$ cat src/rtl/alu_iter_pkg.sv
// Shared opcode, flag and width definitions for the iterative ALU.
package alu_pkg;

  localparam int ALU_OP_W = 3;

  typedef enum logic [ALU_OP_W-1:0] {
    OP_ADD = 3'b000,
    OP_SUB = 3'b001,
    OP_AND = 3'b010,
    OP_XOR = 3'b011,
    OP_OR  = 3'b100,
    OP_SHL = 3'b101,
    OP_SHR = 3'b110,
    OP_MUL = 3'b111
  } alu_op_e;

  typedef struct packed {
    logic n;
    logic z;
    logic c;
    logic v;
  } alu_flags_t;

endpackage

$ cat src/rtl/alu_iter_if.sv
// Operand/opcode/result bundle between the control sequencer and the ALU.
interface alu_iter_if #(
  parameter int WIDTH = 8
);
  import alu_pkg::*;

  logic [WIDTH-1:0]    i_a;
  logic [WIDTH-1:0]    i_b;
  logic                i_bWr;
  logic                i_start;
  logic [ALU_OP_W-1:0] i_aluOp;
  logic                o_busy;
  logic                o_done;
  logic [WIDTH-1:0]    o_y;
  logic [WIDTH-1:0]    o_yHi;
  logic                o_negative;
  logic                o_zero;
  logic                o_carry;
  logic                o_overflow;

  modport master (
    output i_a, i_b, i_bWr, i_start, i_aluOp,
    input  o_busy, o_done, o_y, o_yHi, o_negative, o_zero, o_carry, o_overflow
  );

  modport slave (
    input  i_a, i_b, i_bWr, i_start, i_aluOp,
    output o_busy, o_done, o_y, o_yHi, o_negative, o_zero, o_carry, o_overflow
  );

endinterface

$ cat src/rtl/alu_iter_mul.sv
// Iterative shift-add unsigned multiplier: one partial-product step per cycle.
module alu_mul_iter
  import alu_pkg::*;
#(
  parameter  int WIDTH   = 8,
  localparam int SHAMT_W = $clog2(WIDTH)
) (
  input  logic               i_clk,
  input  logic               i_nReset,
  input  logic               start,
  input  logic [WIDTH-1:0]   a,
  input  logic [WIDTH-1:0]   b,
  output logic               busy,
  output logic               done,
  output logic [2*WIDTH-1:0] product
);

  localparam logic [0:0] ST_IDLE = 1'b0;
  localparam logic [0:0] ST_RUN  = 1'b1;

  logic [0:0]         state_q, state_d;
  logic [SHAMT_W-1:0] cnt_q, cnt_d;
  logic [WIDTH-1:0]   mcand_q, mcand_d;
  logic [2*WIDTH-1:0] acc_q, acc_d;
  logic [WIDTH:0]     sum_s;
  logic [2*WIDTH-1:0] step_s;
  logic               done_s;

  // acc holds {partial high, remaining multiplier}; each step adds and shifts right
  always_comb begin
    sum_s   = {1'b0, acc_q[2*WIDTH-1:WIDTH]} + (acc_q[0] ? {1'b0, mcand_q} : {(WIDTH+1){1'b0}});
    step_s  = {sum_s, acc_q[WIDTH-1:1]};
    state_d = state_q;
    cnt_d   = cnt_q;
    mcand_d = mcand_q;
    acc_d   = acc_q;
    done_s  = 1'b0;
    case (state_q)
      ST_IDLE: begin
        if (start) begin
          state_d = ST_RUN;
          cnt_d   = {SHAMT_W{1'b0}};
          mcand_d = a;
          acc_d   = {{WIDTH{1'b0}}, b};
        end else begin
          state_d = ST_IDLE;
        end
      end
      ST_RUN: begin
        acc_d = step_s;
        cnt_d = cnt_q + {{(SHAMT_W-1){1'b0}}, 1'b1};
        if (cnt_q == SHAMT_W'(WIDTH - 1)) begin
          state_d = ST_IDLE;
          done_s  = 1'b1;
        end else begin
          state_d = ST_RUN;
        end
      end
      default: state_d = ST_IDLE;
    endcase
  end

  // Multiplier state registers
  always_ff @(posedge i_clk) begin
    if (!i_nReset) begin
      state_q <= ST_IDLE;
      cnt_q   <= {SHAMT_W{1'b0}};
      mcand_q <= {WIDTH{1'b0}};
      acc_q   <= {(2*WIDTH){1'b0}};
    end else begin
      state_q <= state_d;
      cnt_q   <= cnt_d;
      mcand_q <= mcand_d;
      acc_q   <= acc_d;
    end
  end

  // product is the value the final step produces, consumed on the done edge
  assign busy    = (state_q == ST_RUN);
  assign done    = done_s;
  assign product = step_s;

endmodule

$ cat src/rtl/alu_iter.sv
// WIDTH-bit ALU: single-cycle logic/arith/shift ops plus an iterative multiply,
// with latched B operand and registered result/flags.
module alu_iter
  import alu_pkg::*;
#(
  parameter  int WIDTH   = 8,
  localparam int SHAMT_W = $clog2(WIDTH)
) (
  input  logic       i_clk,
  input  logic       i_nReset,
  alu_iter_if.slave  bus
);

  logic [WIDTH-1:0]   b_q, b_d;
  logic [WIDTH-1:0]   y_q, y_d;
  logic [WIDTH-1:0]   y_hi_q, y_hi_d;
  alu_flags_t         flags_q, flags_d;
  logic               done_q, done_d;

  alu_op_e            op_s;
  logic               accept_s;
  logic               mul_start_s;
  logic               mul_busy_s;
  logic               mul_done_s;
  logic [2*WIDTH-1:0] mul_product_s;
  logic [SHAMT_W-1:0] amt_s;
  logic [WIDTH:0]     add_s;
  logic [WIDTH:0]     sub_s;
  logic [WIDTH:0]     shl_s;
  logic [WIDTH:0]     shr_s;
  logic [WIDTH-1:0]   res_s;
  logic               res_c_s;
  logic               res_v_s;
  alu_flags_t         res_flags_s;
  alu_flags_t         mul_flags_s;

  assign op_s        = alu_op_e'(bus.i_aluOp);
  assign accept_s    = bus.i_start && !mul_busy_s;
  assign mul_start_s = accept_s && (op_s == OP_MUL);

  alu_mul_iter #(.WIDTH(WIDTH)) u_mul (
    .i_clk    (i_clk),
    .i_nReset (i_nReset),
    .start    (mul_start_s),
    .a        (bus.i_a),
    .b        (b_q),
    .busy     (mul_busy_s),
    .done     (mul_done_s),
    .product  (mul_product_s)
  );

  // Single-cycle datapath; shifters carry an extra bit to catch the last bit out
  always_comb begin
    amt_s = b_q[SHAMT_W-1:0];
    add_s = {1'b0, bus.i_a} + {1'b0, b_q};
    sub_s = {1'b0, bus.i_a} + {1'b0, ~b_q} + {{WIDTH{1'b0}}, 1'b1};
    shl_s = {1'b0, bus.i_a};
    shr_s = {bus.i_a, 1'b0};
    for (int k = 0; k < SHAMT_W; k++) begin
      if (amt_s[k]) begin
        shl_s = shl_s << (2 ** k);
        shr_s = shr_s >> (2 ** k);
      end else begin
        shl_s = shl_s;
        shr_s = shr_s;
      end
    end
    res_s   = {WIDTH{1'b0}};
    res_c_s = 1'b0;
    res_v_s = 1'b0;
    case (op_s)
      OP_ADD: begin
        res_s   = add_s[WIDTH-1:0];
        res_c_s = add_s[WIDTH];
        res_v_s = (bus.i_a[WIDTH-1] == b_q[WIDTH-1]) && (res_s[WIDTH-1] != bus.i_a[WIDTH-1]);
      end
      OP_SUB: begin
        res_s   = sub_s[WIDTH-1:0];
        res_c_s = sub_s[WIDTH];
        res_v_s = (bus.i_a[WIDTH-1] != b_q[WIDTH-1]) && (res_s[WIDTH-1] != bus.i_a[WIDTH-1]);
      end
      OP_AND: res_s = bus.i_a & b_q;
      OP_XOR: res_s = bus.i_a ^ b_q;
      OP_OR:  res_s = bus.i_a | b_q;
      OP_SHL: begin
        res_s   = shl_s[WIDTH-1:0];
        res_c_s = shl_s[WIDTH];
      end
      OP_SHR: begin
        res_s   = shr_s[WIDTH:1];
        res_c_s = shr_s[0];
      end
      default: res_s = {WIDTH{1'b0}};
    endcase
    res_flags_s.n = res_s[WIDTH-1];
    res_flags_s.z = (res_s == {WIDTH{1'b0}});
    res_flags_s.c = res_c_s;
    res_flags_s.v = res_v_s;
    mul_flags_s.n = mul_product_s[WIDTH-1];
    mul_flags_s.z = (mul_product_s == {(2*WIDTH){1'b0}});
    mul_flags_s.c = (mul_product_s[2*WIDTH-1:WIDTH] != {WIDTH{1'b0}});
    mul_flags_s.v = 1'b0;
  end

  // Next values: B load when idle, result/flags only on a completion
  always_comb begin
    if (bus.i_bWr && !mul_busy_s) begin
      b_d = bus.i_b;
    end else begin
      b_d = b_q;
    end
    y_d     = y_q;
    y_hi_d  = y_hi_q;
    flags_d = flags_q;
    done_d  = 1'b0;
    if (mul_done_s) begin
      y_d     = mul_product_s[WIDTH-1:0];
      y_hi_d  = mul_product_s[2*WIDTH-1:WIDTH];
      flags_d = mul_flags_s;
      done_d  = 1'b1;
    end else if (accept_s && (op_s != OP_MUL)) begin
      y_d     = res_s;
      y_hi_d  = {WIDTH{1'b0}};
      flags_d = res_flags_s;
      done_d  = 1'b1;
    end else begin
      done_d  = 1'b0;
    end
  end

  // Architectural registers
  always_ff @(posedge i_clk) begin
    if (!i_nReset) begin
      b_q     <= {WIDTH{1'b0}};
      y_q     <= {WIDTH{1'b0}};
      y_hi_q  <= {WIDTH{1'b0}};
      flags_q <= '{n: 1'b0, z: 1'b0, c: 1'b0, v: 1'b0};
      done_q  <= 1'b0;
    end else begin
      b_q     <= b_d;
      y_q     <= y_d;
      y_hi_q  <= y_hi_d;
      flags_q <= flags_d;
      done_q  <= done_d;
    end
  end

  assign bus.o_busy     = mul_busy_s;
  assign bus.o_done     = done_q;
  assign bus.o_y        = y_q;
  assign bus.o_yHi      = y_hi_q;
  assign bus.o_negative = flags_q.n;
  assign bus.o_zero     = flags_q.z;
  assign bus.o_carry    = flags_q.c;
  assign bus.o_overflow = flags_q.v;

endmodule

$ cat src/flat_wrapper.sv
// flat-port wrapper written by rule: the top's interface ports become plain ports
module alu_iter_flat import alu_pkg::*;
#(
  parameter  int WIDTH   = 8,
  localparam int SHAMT_W = $clog2(WIDTH)
)
  (i_clk, i_nReset, bus_i_a, bus_i_b, bus_i_bWr, bus_i_start, bus_i_aluOp, bus_o_busy, bus_o_done, bus_o_y, bus_o_yHi, bus_o_negative, bus_o_zero, bus_o_carry, bus_o_overflow);
  alu_iter_if #(.WIDTH(WIDTH)) bus_i ();
  input  logic i_clk;
  input  logic i_nReset;
  input wire logic [$bits(bus_i.i_a)-1:0] bus_i_a;
  input wire logic [$bits(bus_i.i_b)-1:0] bus_i_b;
  input wire logic [$bits(bus_i.i_bWr)-1:0] bus_i_bWr;
  input wire logic [$bits(bus_i.i_start)-1:0] bus_i_start;
  input wire logic [$bits(bus_i.i_aluOp)-1:0] bus_i_aluOp;
  output wire logic [$bits(bus_i.o_busy)-1:0] bus_o_busy;
  output wire logic [$bits(bus_i.o_done)-1:0] bus_o_done;
  output wire logic [$bits(bus_i.o_y)-1:0] bus_o_y;
  output wire logic [$bits(bus_i.o_yHi)-1:0] bus_o_yHi;
  output wire logic [$bits(bus_i.o_negative)-1:0] bus_o_negative;
  output wire logic [$bits(bus_i.o_zero)-1:0] bus_o_zero;
  output wire logic [$bits(bus_i.o_carry)-1:0] bus_o_carry;
  output wire logic [$bits(bus_i.o_overflow)-1:0] bus_o_overflow;
  assign bus_i.i_a = bus_i_a;
  assign bus_i.i_b = bus_i_b;
  assign bus_i.i_bWr = bus_i_bWr;
  assign bus_i.i_start = bus_i_start;
  assign bus_i.i_aluOp = bus_i_aluOp;
  assign bus_o_busy = bus_i.o_busy;
  assign bus_o_done = bus_i.o_done;
  assign bus_o_y = bus_i.o_y;
  assign bus_o_yHi = bus_i.o_yHi;
  assign bus_o_negative = bus_i.o_negative;
  assign bus_o_zero = bus_i.o_zero;
  assign bus_o_carry = bus_i.o_carry;
  assign bus_o_overflow = bus_i.o_overflow;
  alu_iter #(.WIDTH(WIDTH)) u_core (.i_clk(i_clk), .i_nReset(i_nReset), .bus(bus_i));
endmodule
$ cat config.mk
export PLATFORM = sky130hd
export DESIGN_NAME = alu_iter_flat
export DESIGN_NICKNAME = d
export VERILOG_FILES = /design/src/rtl/alu_iter_pkg.sv /design/src/rtl/alu_iter_if.sv /design/src/rtl/alu_iter_mul.sv /design/src/rtl/alu_iter.sv /design/src/flat_wrapper.sv
export SDC_FILE = /design/constraint.sdc
export NUM_CORES = 1
export LEC_CHECK = 0
export ABC_AREA = 1
export CELL_PAD_IN_SITES_DETAIL_PLACEMENT = 0
export CELL_PAD_IN_SITES_GLOBAL_PLACEMENT = 1
export CORE_UTILIZATION = 37
export DETAILED_ROUTE_END_ITERATION = 10
export PLACE_DENSITY_LB_ADDON = 0.08
export RECOVER_POWER = 50
export SKIP_LAST_GASP = 1
export SLEW_MARGIN = 10
export SYNTH_ARGS = -nofsm -noshare
export SYNTH_HDL_FRONTEND = slang
export SYNTH_SLANG_ARGS = --single-unit
$ cat constraint.sdc
create_clock -name i_clk -period 1.9 [get_ports i_clk]
set_input_delay 0.285 -clock i_clk [delete_from_list [all_inputs] [get_ports i_clk]]
set_output_delay 0.285 -clock i_clk [all_outputs]
set_load 0.05 [all_outputs]
== Word-level counts from Yosys, hierarchy flattened ==
Cells that the tools add are included.

* Magnitude comparators: 0
* Multiply operators: 0
* Bitwise gates (word level): 6
* Add/subtract/negate cells: 5
* Reductions and logical operators: 14
* Shifts and indexed selects: 0
* Divide/modulo/power cells: 0
* Equality and inequality tests: 14
* Muxes and demuxes: 27

{| class="wikitable"
|+ Operators by type and width
! operator !! number
|-
| case mux 8 bit (7 select lines) || 1
|-
| two-way mux 9 bit || 6
|-
| two-way mux 8 bit || 5
|-
| case mux 16 bit (2 select lines) || 1
|-
| adder 8 x 8 -> 9 bit || 2
|-
| zero test 16 bit || 1
|-
| two-way mux 16 bit || 1
|-
| == test 3 bit, second input constant || 5
|-
| adder 8 x 9 -> 9 bit || 1
|-
| adder 9 x 1 -> 9 bit, second input constant || 1
|-
| bitwise AND 8 bit || 1
|-
| zero test 8 bit || 1
|-
| two-way mux 4 bit || 2
|-
| NOT 8 bit || 1
|-
| bitwise OR 8 bit || 1
|-
| nonzero test 8 bit || 1
|-
| bitwise XOR 8 bit || 1
|-
| == test 3 x 2 -> 1 bit, second input constant || 2
|-
| logical AND 1 bit || 6
|-
| two-way mux 1 bit || 6
|-
| case mux 3 bit (2 select lines) || 1
|-
| case mux 1 bit (2 select lines) || 2
|-
| case mux 1 bit (4 select lines) || 1
|-
| adder 3 x 1 -> 3 bit, second input constant || 1
|-
| other kinds (12) || 15
|}

* Bits in registers: 57
* Bits in writable memories: 0
* Memory bits (read-only): 0
* Memories kept: 0
* Latch bits: 0
* Word-level logic and storage cells: 78

== Longest topological paths before layout ==
* Word-level depth: 8
* Mapped depth: 17

== Cells and area by module ==
From an unflattened synthesis, not the netlist that was laid out.

* Cell total of the unflattened synthesis: 745
* Area, all modules: 4,723.3 µm²

{| class="wikitable"
|+ By module, submodules not included
! module !! area each (µm²) !! sequential area each (µm²) !! times used !! cells each
|-
| alu_iter || 3,111.7 || 580.6 || 1 || 516
|-
| alu_mul_iter || 1,611.5 || 560.5 || 1 || 229
|}

== Least setup slack after synthesis ==
No wires, ideal clock.

* Path kind: register to register
* Start: register u_core.u_mul.acc_q[0]
* End: register u_core.flags_q (netlist bit u_core.bus.o_zero)
* Library setup time: 70 ps
* Arrival time: 1,940 ps
* Path slack: -110 ps
* Stages on the path, launching flop included: 15
* Path buffers: 1
* Cell sequence: dfxtp_1 clkbuf_1 nand2_1 inv_1 ha_1 fa_1 nand2_1 nand3_1 a21oi_1 nand3_1 nor2_1 nand3_1 nand2_1 inv_1 a21oi_1

* Cells in the longest elaborated chain, start to end: 4

{| class="wikitable"
|+ RTL lines
! element !! line !! text
|-
| from (decl) || alu_iter_mul.sv:24 || <nowiki>logic [2*WIDTH-1:0] acc_q, acc_d;</nowiki>
|-
| from (signal assigned) || alu_iter_mul.sv:69 || <nowiki>acc_q <= {(2*WIDTH){1'b0}};</nowiki>
|-
| two-way mux 8 bit || alu_iter_mul.sv:31 || <nowiki>sum_s = {1'b0, acc_q[2*WIDTH-1:WIDTH]} + (acc_q[0] ? {1'b0, mcand_q} : {(WIDTH+1){1'b0}});</nowiki>
|-
| adder 8 x 9 -> 9 bit || alu_iter_mul.sv:31 ||
|-
| zero test 16 bit || alu_iter.sv:100 || <nowiki>mul_flags_s.z = (mul_product_s == {(2*WIDTH){1'b0}});</nowiki>
|-
| two-way mux 4 bit || alu_iter.sv:116 || <nowiki>if (mul_done_s) begin</nowiki>
|-
| to (signal assigned) || alu_iter.sv:137 || <nowiki>flags_q <= '{n: 1'b0, z: 1'b0, c: 1'b0, v: 1'b0};</nowiki>
|-
| to (signal assigned) || alu_iter.sv:143 || <nowiki>flags_q <= flags_d;</nowiki>
|-
| to (decl) || alu_iter.sv:17 || <nowiki>alu_flags_t flags_q, flags_d;</nowiki>
|}

No other way between the ends.
A chain may end at the register's enable or synchronous reset.

== Worst setup path after layout ==
* Start: register u_core.b_q[0]
* End: register u_core.flags_q (netlist bit u_core.bus.o_zero)

* Cells in the longest elaborated chain, start to end: 7
* Elaborated cells on any way between the ends: 17

{| class="wikitable"
|+ RTL lines
! element !! line !! text
|-
| from (decl) || alu_iter.sv:14 || <nowiki>logic [WIDTH-1:0] b_q, b_d;</nowiki>
|-
| from (signal assigned) || alu_iter.sv:134 || <nowiki>b_q <= {WIDTH{1'b0}};</nowiki>
|-
| NOT 8 bit / two-way mux 9 bit (equally long branches) || alu_iter.sv:56, alu_iter.sv:60 ||
|-
| adder 8 x 8 -> 9 bit / two-way mux 9 bit (equally long branches) || alu_iter.sv:56, alu_iter.sv:60 ||
|-
| adder 9 x 1 -> 9 bit / two-way mux 9 bit (equally long branches) || alu_iter.sv:56, alu_iter.sv:60 ||
|-
| case mux 8 bit (7 select lines) (*) || alu_iter.sv:71 || <nowiki>case (op_s)</nowiki>
|-
| zero test 8 bit (*) || alu_iter.sv:96 || <nowiki>res_flags_s.z = (res_s == {WIDTH{1'b0}});</nowiki>
|-
| two-way mux 4 bit (*) || alu_iter.sv:121 || <nowiki>end else if (accept_s && (op_s != OP_MUL)) begin</nowiki>
|-
| two-way mux 4 bit (*) || alu_iter.sv:116 ||
|}

Every way passes the cells marked *; elsewhere a longest branch is shown, timed or not. The select of a mux whose other input is x is not followed.

==> impl_metrics.py <==
metrics = {
    "status": {
        "outcome": "complete, but fails checks",
        "violations": "negative setup slack",
    },
    "clocking": {
        "cts_buffers": 9,
        "cts_tree": "done",
        "ctsHtreeMaxLevel": 3,
        "clkSlewWorstSetupHoldPaths_ns": 0.06,
        "cts_root_buf": "clkbuf_16",
        "clock_latency_ns": 0.33,
        "numClockSinks": 57,
        "cts_hold_buffers": 0,
        "clockBufferDepth": 2,
    },
    "min_path": {
        "worstHoldPathCells": 4,
        "holdCritStartpoint": "bus_i_a[5]",
        "min_path_type": "in2reg",
        "min_to": "u_core.u_mul.mcand_q[5]",
    },
    "setup_path": {
        "critPathLaunchType": "flip-flop",
        "rr_startpoint": "u_core.b_q[0]",
        "end_kind": "flip-flop",
        "ff2ff_path_depth": 12,
        "cp_max_fo": 3,
        "crit_required_ns": 2.17,
        "critPathKind": "reg2reg",
        "cp_data_arrival_time_ns": 2.28,
        "regToRegSetupSlack_ns": -0.11,
        "r2r-end": "u_core.bus.o_zero",
    },
    "sta": {
        "final.period_utilization_pct": 106,
        "final_hold_viol_count": 0,
        "setup_viol": 7,
        "setup_ws_ns": -0.106,
        "rsz0062_at_grt": "yes",
        "drv_slew": 0,
        "fmax_mhz": 498,
        "worst_slew_pin_slew_ns": 0.525,
        "slew_headroom_pct": 64.9,
        "clock-skew-final_ns": 0.00470,
        "min_period_ns": 2.01,
    },
    "floorplanning": {
        "std_cell_rows": 39,
        "die_h_um": 112,
        "io_pins": 45,
        "dieArea_um2": 12600,
        "die_x_um": 112,
        "initial_core_util_pct": 38.7,
        "fp.coreArea_um2": 11700,
    },
    "cells_and_area": {
        "layout-area-overhead-vs-synth_pct": 58.1,
        "drive_above_1_share_pct": 36.8,
        "fill_cells": 1110,
        "n_antenna_cell": 0,
        "design_area_um2": 7130,
        "final_core_util_pct": 61.1,
        "layout.nets": 978,
        "instances_no_fill": 1065,
    },
    "route": {
        "drtIter0Drc": 303,
        "drc_errors": 0,
        "totalWireLength_um": 17000,
        "ant_nets": 0,
        "wl_per_cell_um": 16.0,
        "vias": 5495,
        "detail_route.vias_per_cell": 5.16,
        "firstDrtPassIters": 5,
    },
    "logic_synthesis": {
        "synth_flop_cell": "dfxtp_1",
        "synth_edf_count": 0,
        "synth_fp_nets": 789,
        "ys.warnings.count": 0,
        "yosys.area.top_type": "dfxtp_1",
        "synth_top_area_share_pct": 25.3,
        "async_flop_share_pct": 0,
        "yosysSeqAreaShare_pct": 25.3,
        "ys_ff_latch": 57,
        "synth.distinct_cells": 35,
        "synthTopCellsByArea": "dfxtp_1 (25%), nand2_1 (18%), nand3_1 (11%)",
        "syn_area_um2": 4510,
        "syn_area_per_cell_um2": 6.19,
        "synthCells": 728,
    },
    "pwr": {
        "power_leakage_nw": 3.40,
        "peakVddDrop_mv": 0.517,
        "power_density_nw_per_um2": 613,
    },
    "global_route": {
        "antenna_found_initial": 0,
        "grt.overflow.total": 0,
        "grt_max_degree": 31,
        "grt_pass1_vias": 5125,
        "grt_pass1_wl_um": 26600,
        "grtUsageTotal_pct": 27.4,
    },
    "place": {
        "hpwl_um": 13200,
        "placed_area_um2": 6090,
        "numPortBuffers": 44,
        "place.gp.congestion": 0.926,
        "place_ws_ns": -0.726,
        "dp_cells": 1028,
    },
    "flow_run": {
        "cap_violations": 0,
    },
}
-- worst max-delay path, stage by stage, from the launching register on --
cell	delay (ns)
dfxtp_4	0.38
ha_4	0.14
inv_2	0.04
fa_2	0.52
nand3b_1	0.11
nand2_1	0.05
nor2_1	0.08
nand2_1	0.06
nor2_2	0.12
nand3_1	0.10
nor2_1	0.11
nand3_1	0.10
a21oi_2	0.12
-- through the flow --
stage | total power [mW] | hold slack (ns) | setup TNS (ns)
floorplan | 1.94 | 0.433 | -0.0395
global placement | 2.50 | 0.450 | -6.70
detailed placement | 2.51 | 0.455 | -7.51
CTS | 4.27 | 0.463 | -0.167
global route | 4.56 | 0.443 | -3.52
finish | 4.37 | 0.421 | -0.224
-- report_power, final --
part / leakage, nW / switching (mW) / total, mW / internal [mW]
clock: 0.141 / 0.607 / 1.66 / 1.05
sequential: 0.469 / 0.0444 / 1.30 / 1.25
combinational: 2.79 / 0.790 / 1.41 / 0.620
total: 3.40 / 1.44 / 4.37 / 2.92
-- area by class of cell --
cell class                 instances  area (um^2)  share of cell area [%]
multi-input combinational        558         3460                    48.6
sequential                        57         1160                    16.3
tap                              143          179                    2.51
inverter                          84          333                    4.67
clock inverter                     6         66.3                   0.931
clock buffer                      10          239                    3.35
timing repair buffer             207         1690                    23.7
-- cell usage after synthesis, types with 2 or more instances --
| master | count |
|---|---|
| nand2_1 | 214 |
| nand3_1 | 98 |
| inv_1 | 76 |
| dfxtp_1 | 57 |
| nor2_1 | 57 |
| a21oi_1 | 55 |
| ha_1 | 35 |
| o21ai_0 | 34 |
| nand4_1 | 14 |
| a31oi_1 | 13 |
| buf_2 | 12 |
| clkbuf_1 | 11 |
| nor3_1 | 5 |
| inv_2 | 4 |
| nand3b_1 | 4 |
| or2_2 | 4 |
| buf_4 | 3 |
| buf_6 | 3 |
| clkinv_1 | 3 |
| fa_1 | 3 |
| o211ai_1 | 3 |
| nand2_2 | 2 |
| nand3_2 | 2 |
| nor2_2 | 2 |
| o21ai_1 | 2 |
| xnor2_1 | 2 |
| xor2_1 | 2 |
-- placed cells by master, fill, tap and decap left out, types with 8 or more instances in the layout --
cell type and n:
a21oi_1 46, a31oi_1 13, buf_4 150, clkbuf_16 9
clkdlybuf4s50_1 29, dfxtp_1 47, dfxtp_2 8, ha_1 15
ha_4 19, inv_1 44, inv_2 32, nand2_1 181
nand2_2 32, nand3_1 79, nand3_2 20, nand4_1 14
nor2_1 45, nor2_2 8, o21ai_0 31
-- how the worst max path moves through the flow --
stage	startpoint	endpoint	slack (ns)	cells after the start
floorplan	u_core.u_mul.acc_q[0]	u_core.bus.o_zero	-0.04	14
global placement	bus_i_a[3]	u_core.bus.o_y[7]	-0.67	14
detailed placement	bus_i_a[0]	u_core.bus.o_zero	-0.73	14
CTS	u_core.b_q[0]	u_core.bus.o_zero	-0.12	12
global route	u_core.b_q[0]	u_core.bus.o_zero	-0.27	14
finish	u_core.b_q[0]	u_core.bus.o_zero	-0.11	12
-- registers in the layout, summed over array words and instances, names as in the netlist --
name,flops
u_core.bus.o_negative,1
u_core.u_mul.mcand_q,8
u_core.bus.o_done,1
u_core.u_mul.acc_q,16
u_core.b_q,8
u_core.bus.o_carry,1
u_core.u_mul.busy,1
u_core.u_mul.cnt_q,3
u_core.bus.o_yHi,8
u_core.bus.o_overflow,1
u_core.bus.o_y,8
u_core.bus.o_zero,1
-- layer usage --
metal  vias to the layer above  global-route usage (%)  wire (um)  share of wire (%)
li1                       2756                       -          -                  -
met1                      2578                    37.9       8000                 47
met2                       141                    44.2       7830                 46
met3                        20                    4.48        912                5.4
met4                         0                    7.38        277                1.6
met5                         -                       0          0                  0
-- cell families after synthesis --
group,synth area share (%)
and+or+nand+nor,39.3
buffers and inverters,10.8
AOI/OAI and AO/OA,12.7
DFF,25.3
adders and majority gates,11.0
xor gates and xnor gates,0.777
-- repair_timing --
action,4_1_cts,5_1_grt
resized for setup,80,110
pin swaps,30,36
hold endpoints to repair,0,0
endpoints found under the setup margin,11,17
setup buffers,9,13
Note: power is estimated with default switching activity, not from simulation.
